===== src/rtl/kmeans_pipeline_param.sv =====
// K-means assignment pipeline: per-centroid squared distance, adder tree, then min-select tree.
// Accepts one sample per cycle with fixed latency; writable centroid bank and saturating hit counters.
module kmeans_pipeline_param #(
    parameter  int DATA_WIDTH = 16,
    parameter  int DIMENSIONS = 2,
    parameter  int CENTROIDS  = 3,
    parameter  int CNT_WIDTH  = 32,
    localparam int IDW        = (CENTROIDS > 1) ? $clog2(CENTROIDS) : 1,
    localparam int DIMW       = (DIMENSIONS > 1) ? $clog2(DIMENSIONS) : 1,
    localparam int SW         = 2 * DATA_WIDTH + $clog2(DIMENSIONS)
) (
    input  logic                             clk,
    input  logic                             rst,
    input  logic                             cent_wr_en,
    input  logic [IDW-1:0]                   cent_wr_k,
    input  logic [DIMW-1:0]                  cent_wr_d,
    input  logic [DATA_WIDTH-1:0]            cent_wr_data,
    input  logic                             in_valid,
    input  logic [DIMENSIONS*DATA_WIDTH-1:0] in_data,
    input  logic                             cnt_clear,
    output logic                             out_valid,
    output logic [DIMENSIONS*DATA_WIDTH-1:0] out_data,
    output logic [IDW-1:0]                   out_centroid,
    output logic [SW-1:0]                    out_distance,
    output logic [CENTROIDS*CNT_WIDTH-1:0]   hit_counts
);

    localparam int DW     = DATA_WIDTH;
    localparam int ADD_LV = $clog2(DIMENSIONS);
    localparam int CMP_LV = $clog2(CENTROIDS);
    localparam int LAT    = 2 + ADD_LV + CMP_LV;
    localparam int SMPW   = DIMENSIONS * DW;

    // Number of live operands at a given level of a halving tree with n leaves.
    function automatic int cnt_at(input int n, input int lvl);
        int c;
        c = n;
        for (int j = 0; j < lvl; j++) c = (c + 1) / 2;
        return c;
    endfunction

    function automatic int clamp_idx(input int v, input int n);
        return (v < n) ? v : 0;
    endfunction

    function automatic logic [2*DW-1:0] square(input logic [DW-1:0] a);
        return (2 * DW)'(a) * (2 * DW)'(a);
    endfunction

    logic [DW-1:0]    smp      [DIMENSIONS];
    logic [DW-1:0]    cent_q   [CENTROIDS][DIMENSIONS];
    logic [DW-1:0]    diff_q   [CENTROIDS][DIMENSIONS];
    logic [SW-1:0]    add_q    [CENTROIDS][ADD_LV+1][DIMENSIONS];
    logic [SW-1:0]    src_d    [CMP_LV][CENTROIDS];
    logic [IDW-1:0]   src_i    [CMP_LV][CENTROIDS];
    logic [SW-1:0]    nxt_d    [CMP_LV+1][CENTROIDS];
    logic [IDW-1:0]   nxt_i    [CMP_LV+1][CENTROIDS];
    logic [SW-1:0]    cmp_d_q  [CMP_LV][CENTROIDS];
    logic [IDW-1:0]   cmp_i_q  [CMP_LV][CENTROIDS];
    logic [LAT-1:0]   vld_q;
    logic [SMPW-1:0]  data_q   [LAT-1];
    logic [SMPW-1:0]  out_data_q;
    logic [IDW-1:0]   out_centroid_q;
    logic [SW-1:0]    out_distance_q;
    logic [CNT_WIDTH-1:0] hit_q [CENTROIDS];

    for (genvar d = 0; d < DIMENSIONS; d++) begin : g_unpack
        assign smp[d] = in_data[d*DW +: DW];
    end

    // Writes land at the clock edge, so a sample entering in the same cycle still sees the old value.
    always_ff @(posedge clk) begin
        if (rst) begin
            for (int k = 0; k < CENTROIDS; k++)
                for (int d = 0; d < DIMENSIONS; d++)
                    cent_q[k][d] <= '0;
        end else if (cent_wr_en && (32'(cent_wr_k) < CENTROIDS) && (32'(cent_wr_d) < DIMENSIONS)) begin
            cent_q[cent_wr_k][cent_wr_d] <= cent_wr_data;
        end
    end

    // NOTE: datapath registers carry no reset; validity is tracked solely by vld_q.
    always_ff @(posedge clk) begin
        for (int k = 0; k < CENTROIDS; k++) begin
            for (int d = 0; d < DIMENSIONS; d++) begin
                diff_q[k][d]   <= (cent_q[k][d] >= smp[d]) ? cent_q[k][d] - smp[d] : smp[d] - cent_q[k][d];
                add_q[k][0][d] <= SW'(square(diff_q[k][d]));
            end
            for (int l = 1; l <= ADD_LV; l++) begin
                for (int i = 0; i < DIMENSIONS; i++) begin
                    add_q[k][l][i] <=
                        ((2*i     < cnt_at(DIMENSIONS, l-1)) ? add_q[k][l-1][clamp_idx(2*i, DIMENSIONS)]     : '0) +
                        ((2*i + 1 < cnt_at(DIMENSIONS, l-1)) ? add_q[k][l-1][clamp_idx(2*i + 1, DIMENSIONS)] : '0);
                end
            end
        end
        for (int l = 0; l < CMP_LV; l++) begin
            for (int i = 0; i < CENTROIDS; i++) begin
                cmp_d_q[l][i] <= nxt_d[l][i];
                cmp_i_q[l][i] <= nxt_i[l][i];
            end
        end
        data_q[0] <= in_data;
        for (int s = 1; s < LAT - 1; s++) data_q[s] <= data_q[s-1];
    end

    // Level 0 of the compare tree is the adder-tree root; deeper levels come from cmp_*_q.
    // NOTE: every always_comb output gets a default first so no latch can be inferred.
    always_comb begin
        for (int l = 0; l <= CMP_LV; l++) begin
            for (int i = 0; i < CENTROIDS; i++) begin
                nxt_d[l][i] = '0;
                nxt_i[l][i] = '0;
            end
        end
        for (int l = 0; l < CMP_LV; l++) begin
            for (int i = 0; i < CENTROIDS; i++) begin
                src_d[l][i] = (l == 0) ? add_q[i][ADD_LV][0] : cmp_d_q[l][i];
                src_i[l][i] = (l == 0) ? IDW'(i) : cmp_i_q[l][i];
            end
        end
        for (int l = 1; l <= CMP_LV; l++) begin
            for (int i = 0; i < CENTROIDS; i++) begin
                if (2*i + 1 < cnt_at(CENTROIDS, l-1)) begin
                    // a <= b keeps the lower index on ties.
                    if (src_d[l-1][clamp_idx(2*i, CENTROIDS)] <= src_d[l-1][clamp_idx(2*i + 1, CENTROIDS)]) begin
                        nxt_d[l][i] = src_d[l-1][clamp_idx(2*i, CENTROIDS)];
                        nxt_i[l][i] = src_i[l-1][clamp_idx(2*i, CENTROIDS)];
                    end else begin
                        nxt_d[l][i] = src_d[l-1][clamp_idx(2*i + 1, CENTROIDS)];
                        nxt_i[l][i] = src_i[l-1][clamp_idx(2*i + 1, CENTROIDS)];
                    end
                end else if (2*i < cnt_at(CENTROIDS, l-1)) begin
                    nxt_d[l][i] = src_d[l-1][clamp_idx(2*i, CENTROIDS)];
                    nxt_i[l][i] = src_i[l-1][clamp_idx(2*i, CENTROIDS)];
                end
            end
        end
    end

    // NOTE: sequential state uses non-blocking assignments so all stages advance together.
    always_ff @(posedge clk) begin
        if (rst) begin
            vld_q          <= '0;
            out_data_q     <= '0;
            out_centroid_q <= '0;
            out_distance_q <= '0;
        end else begin
            vld_q <= {vld_q[LAT-2:0], in_valid};
            if (vld_q[LAT-2]) begin
                out_data_q     <= data_q[LAT-2];
                out_centroid_q <= nxt_i[CMP_LV][0];
                out_distance_q <= nxt_d[CMP_LV][0];
            end
        end
    end

    // Clear outranks a coincident increment.
    always_ff @(posedge clk) begin
        if (rst || cnt_clear) begin
            for (int k = 0; k < CENTROIDS; k++) hit_q[k] <= '0;
        end else begin
            for (int k = 0; k < CENTROIDS; k++) begin
                if (vld_q[LAT-1] && (out_centroid_q == IDW'(k)) && (hit_q[k] != '1))
                    hit_q[k] <= hit_q[k] + CNT_WIDTH'(1);
            end
        end
    end

    for (genvar k = 0; k < CENTROIDS; k++) begin : g_hits
        assign hit_counts[k*CNT_WIDTH +: CNT_WIDTH] = hit_q[k];
    end

    assign out_valid    = vld_q[LAT-1];
    assign out_data     = out_data_q;
    assign out_centroid = out_centroid_q;
    assign out_distance = out_distance_q;

endmodule


===== config.mk =====
export PLATFORM = sky130hd
export DESIGN_NAME = kmeans_pipeline_param
export DESIGN_NICKNAME = d
export VERILOG_FILES = /design/src/rtl/kmeans_pipeline_param.sv
export SDC_FILE = /design/constraint.sdc
export NUM_CORES = 2
export LEC_CHECK = 0
export BUFFER_PORTS_ARGS = -buffer_cell sky130_fd_sc_hd__buf_2
export CORE_UTILIZATION = 45
export DETAILED_ROUTE_END_ITERATION = 12
export HOLD_SLACK_MARGIN = 0.05
export PLACE_DENSITY = 0.62
export SKIP_LAST_GASP = 1
export SLEW_MARGIN = 25
export SYNTH_ARGS = -nofsm -noshare
export SYNTH_HDL_FRONTEND = slang
export SYNTH_SLANG_ARGS = --single-unit

===== constraint.sdc =====
create_clock -name clk -period 14.75 [get_ports clk]
set_input_delay 4.425 -clock clk [delete_from_list [all_inputs] [get_ports clk]]
set_output_delay 4.425 -clock clk [all_outputs]
set_load 0.01 [all_outputs]

# [After elaboration in Yosys (flattened, before gate mapping)]
# Memories as Yosys holds them, arrays and structs flattened. A register that Yosys moved wholly into a read port is not among the register bits.
# Index checks and enable logic that the tools add are counted.
[op_classes] n_eq_ne=5 n_reduce_logical=11 bitwise_logic=4 mux=34 n_lt_le_gt_ge=11 n_mul=6 addsub=18
[ops] operator="multiplier 16 x 16 -> 32 bit" n=6
[ops] operator="two-way mux 32 bit" n=6
[ops] operator="subtractor 16 bit" n=12
[ops] operator="two-way mux 16 bit" n=7
[ops] operator="adder 33 bit" n=3
[ops] operator="adder 32 x 1 -> 32 bit, second input constant" n=3
[ops] operator=">= comparator 16 bit" n=6
[ops] operator="inequality test 32 bit, second input constant" n=3
[ops] operator="less-or-equal comparator 33 bit" n=2
[ops] operator="two-way mux 33 bit" n=2
[ops] operator="OR reduction 32 bit" n=1
[ops] operator="demux 16 bit (select 1 bit)" n=1
[ops] operator="two-way mux 1 bit" n=16
[ops] operator="logical AND 1 bit" n=8
[ops] operator="two-way mux 2 bit" n=2
[ops] operator="OR 1 bit" n=3
[ops] operator="equality test 2 x 1 -> 1 bit, second input constant" n=1
[ops] operator="equality test 2 bit, second input constant" n=1
[ops] operator=">= comparator 2 bit, second input constant" n=1
[ops] operator="logical NOT 2 bit" n=1
[ops] operator="< comparator 2 x 1 -> 1 bit, second input constant" n=1
[ops] operator="< comparator 2 bit, second input constant" n=1
[ops] operator="inverter 1 -> 2 bit" n=1
[ops] operator="logical OR 1 bit" n=1
[word_totals] output_inout_bits=164 regBits=40 ram_bits=843 memories=7
[memory_table] name="add_q" depth=3 word_bits=97 rd=3 rd_clocked_by_memory_dff=0 write_ports=3 line_no="53" text="logic [SW-1:0] add_q [CENTROIDS][ADD_LV+1][DIMENSIONS];"
[memory_table] name="cmp_d_q" depth=2 word_bits=66 rd=1 rd_clocked_by_memory_dff=0 write_ports=2 line_no="58" text="logic [SW-1:0] cmp_d_q [CMP_LV][CENTROIDS];"
[memory_table] name="data_q" depth=4 word_bits=32 rd=4 rd_clocked_by_memory_dff=1 write_ports=4 line_no="61" text="logic [SMPW-1:0] data_q [LAT-1];"
[memory_table] name="cent_q" depth=3 word_bits=32 rd=3 rd_clocked_by_memory_dff=0 write_ports=3 line_no="51" text="logic [DW-1:0] cent_q [CENTROIDS][DIMENSIONS];"
[memory_table] name="diff_q" depth=3 word_bits=32 rd=3 rd_clocked_by_memory_dff=0 write_ports=3 line_no="52" text="logic [DW-1:0] diff_q [CENTROIDS][DIMENSIONS];"
[memory_table] name="hit_q" depth=3 word_bits=32 rd=3 rd_clocked_by_memory_dff=0 write_ports=3 line_no="65" text="logic [CNT_WIDTH-1:0] hit_q [CENTROIDS];"
[memory_table] name="+1 memories"

# [Logic depth before layout (Yosys ltp)]
[depth] word_depth=8 ltp_mapped=25 mapped_depth_nobuf=24

# [Worst setup path before layout]
# OpenSTA, ideal clock, no wires.
[synth_path] kind="input-to-reg" start="in in_data[16]" end="mem diff_q[0][15] in the netlist's numbering" stages=11 path_buffers=0 t_required_ps=14627 t_arrival_ps=6811 slack_ps=7816 path_cell_list="ha_1 -> fa_1 -> nand3b_1 -> a2111oi_2 -> o41ai_2 -> a31oi_4 -> or2_1 -> mux2_2 -> nor3_1 -> a21oi_1 -> xor2_1"
[synth_rtl] item="start, declared" line_no="19" text="input logic [DIMENSIONS*DATA_WIDTH-1:0] in_data,"
[synth_rtl] item="end, declared" line_no="52"

==> results_dict.tcl <==
set metrics [dict create \
    dr_wl_met2_mm 99.4 \
    nFillCells 16500 \
    start_util_pct 45.4 \
    max_slew_margin_pct 27.5 \
    drt_iter0_markers 3280 \
    hold_depth 0 \
    multi_input_area_sq_um 53700 \
    clock_latency_ns 0.75 \
    port_buffers 219 \
    wl_per_cell_um 19.1 \
    crit_buf_inv 2 \
    status "complete, but fails checks" \
    violations "design-rule violations" \
    async_reset_ff_share_pct 0 \
    syn_area_per_cell_sq_um 9.49 \
    grt_pass1_wl_mm 332 \
    cts-resized-gates 0 \
    post-route-min-period_ns 7.24 \
    cp.required_ns 15.34 \
    min_path_type "register to register" \
    path_depth 12 \
    vias_per_cell 5.12 \
    synth_flop_cell "dfxtp_1" \
    setup_tns_ns 0 \
    synth_nets 10400 \
    worst_slew_pin_slew_ns 1.09 \
    die_h_um 424 \
    ant_nets 0 \
    finalSetupViolCount 0 \
    clock.fmax_mhz 138 \
    cts_buffer_depth 3 \
    min_from "data_q[2][13]$_DFF_P_" \
    crit_start "in_data[27]" \
    yosys_warnings 0 \
    wirelength_mm 210 \
    synth_cell_types 93 \
    grt_use_total_pct 23.7 \
    ios 220 \
    start_kind "input port" \
    fin_nets 10600 \
    cts_sinks 840 \
    ys_seq_area_share_pct 23.4 \
    worstPathCellList "buf_2, inv_1, ha_1, nand4_1, a2111oi_2, o41ai_2, a31oi_4, or2_1, mux2_2, nor3_1, a21oi_1, xor2_1" \
    antenna_found_initial 19 \
    core-area_sq_um 176000 \
    regArea_sq_um 18700 \
    cp_slowest_cell "a2111oi_2" \
    critPathMaxStageDelay_ns 0.58 \
    ctsRootBufferMaster "clkbuf_16" \
    crit_family "compound AO/OA/AOI/OAI gates" \
    arrival_ns 7.83 \
    maxCapViolations 0 \
    endpoint_kind "register" \
    hpwl_mm 173 \
    cp_max_fo 12 \
    wl_met3_mm 8.59 \
    fp.dieArea_sq_um 179000 \
    rsz0062_at_grt "no" \
    grt_pass1_vias 59200 \
    dr.pass1.iters 10 \
    path_clk_slew_ns 0.06 \
    path_class "input port to register" \
    hold_violations 0 \
    postCtsHoldBufs 0 \
    grt_overflow_total 0 \
    slew_violations 0 \
    postSynthCellCount 8423 \
    dieWidth_um 424 \
    drive_above_1_share_pct 6.59 \
    cts_buffers 97 \
    place.gp.congestion 0.937 \
    postCtsSetupRepairBufs 0 \
    synth_enable_flop_cells 192 \
    layout_worst_path_cycle_share_pct 49.1 \
    htreeDepth 3 \
    ys_ff_latch 840 \
    dr.max_layer_used "met5" \
    num_vias 56300 \
    rows 154 \
    reg2reg_depth 21 \
    synth.cell_area_sq_um 80000 \
    area_delta_synth_final_pct 8.80 \
    grt_max_degree 97 \
    r2r-start "diff_q[1][19]$_DFF_P_" \
    skew_ns 0.0480 \
    cts_tree "done" \
    remaining_drc_errors 104 \
    wl_met1_mm 91.7 \
]
-- kinds of logic (layout without fill, tap and decap cells) --
logic type | after synthesis | count (layout) | synth area share (%)
AO/OA/AOI/OAI | 1116 | 1116 | 9.33
XOR/XNOR | 456 | 456 | 4.99
adder cells (fa/ha/maj) | 1932 | 1932 | 39.5
buffers and inverters | 1996 | 2222 | 9.44
flip-flops | 840 | 840 | 23.4
multiplexers | 148 | 148 | 1.93
other | 0 | 10 | 0
AND/OR/NAND/NOR | 1935 | 1935 | 11.4
-- placed cells by master, fill, tap and decap left out, types with 20 or more instances in the layout --
master	netlist	final
buf_4	6	41
nor2b_1	84	84
nand2b_1	55	55
a211oi_1	81	81
ha_1	946	946
or3_1	20	20
o21bai_1	45	45
and3_1	45	45
buf_2	30	218
a21oi_1	302	301
fa_1	986	986
nand4_1	67	67
xnor2_1	274	274
a31o_2	23	23
dfxtp_1	648	644
clkbuf_16	0	103
mux2i_1	101	101
o21ai_0	184	184
nand3_1	86	86
a21o_1	194	194
nand2_1	630	630
nor3_1	74	74
edfxtp_1	192	192
nor2_1	529	529
or2_2	25	25
a31oi_1	34	34
o31ai_1	21	21
mux2_2	46	46
o21a_1	70	70
inv_1	1778	1778
and2_1	261	261
xor2_1	182	182
-- cells in the mapped netlist (84+ instances only) --
master,number,area (sq um)
a21o_1,194,1460
a21oi_1,302,1510
and2_1,261,1630
clkbuf_1,176,661
dfxtp_1,648,13000
edfxtp_1,192,5770
fa_1,986,19700
ha_1,946,11800
inv_1,1778,6670
mux2i_1,101,1010
nand2_1,630,2360
nand3_1,86,430
nor2_1,529,1990
nor2b_1,84,526
o21ai_0,184,921
xnor2_1,274,2400
xor2_1,182,1590
-- metrics by stage --
stage                     utilization, %  cells  cell area, sq um  hold WS, ns  worst slack (ns)
final                               49.3  11000             87000        0.305              7.51
after global routing                49.3  11000             87000        0.309              7.24
after CTS                           49.3  11000             86900        0.304              7.54
after detailed placement            47.3  10800             83500        0.312              6.77
after global placement              47.3  10800             83500        0.310              6.73
after floorplan                        -   8423             80000        0.310              7.82
-- registers in the layout, indices dropped and copies added, names as in the netlist --
register      cells
out_distance     33
cent_q           96
hit_q            96
diff_q           96
out_centroid      2
cmp_d_q          66
cmp_i_q           1
out_data         32
data_q          128
vld_q             5
add_q           285
-- metal layers --
layer / vias up / GRT usage [%]
li1: 27000 / -
met4: 10 / 10.2
met5: - / 0
met1: 27800 / 30.5
met3: 306 / 2.68
met2: 1183 / 40.3
-- path summary, 6_finish.rpt --
| path | to | slack [ns] |
|---|---|---|
| worst max-delay path | diff_q[0][15]$_DFF_P_ | 7.51 |
| worst min-delay path | data_q[3][13]$_DFF_P_ | 0.30 |
| worst max register to register | add_q[1][96]$_DFF_P_ | 7.62 |
| worst min register to register | data_q[3][13]$_DFF_P_ | 0.30 |
-- area by class of cell --
cell class              count  area share (%)
multi-input cells        5587            61.7
flip-flops and latches    840            21.5
inverters                1778            7.67
well taps                2340            3.37
clock buffers             121            3.12
repair buffers            261            1.65
clock inverters            62           0.867
diodes                     10          0.0288
Power is not shown: default switching activity piles up to over one toggle a cycle in this logic, so the estimate is an artifact.
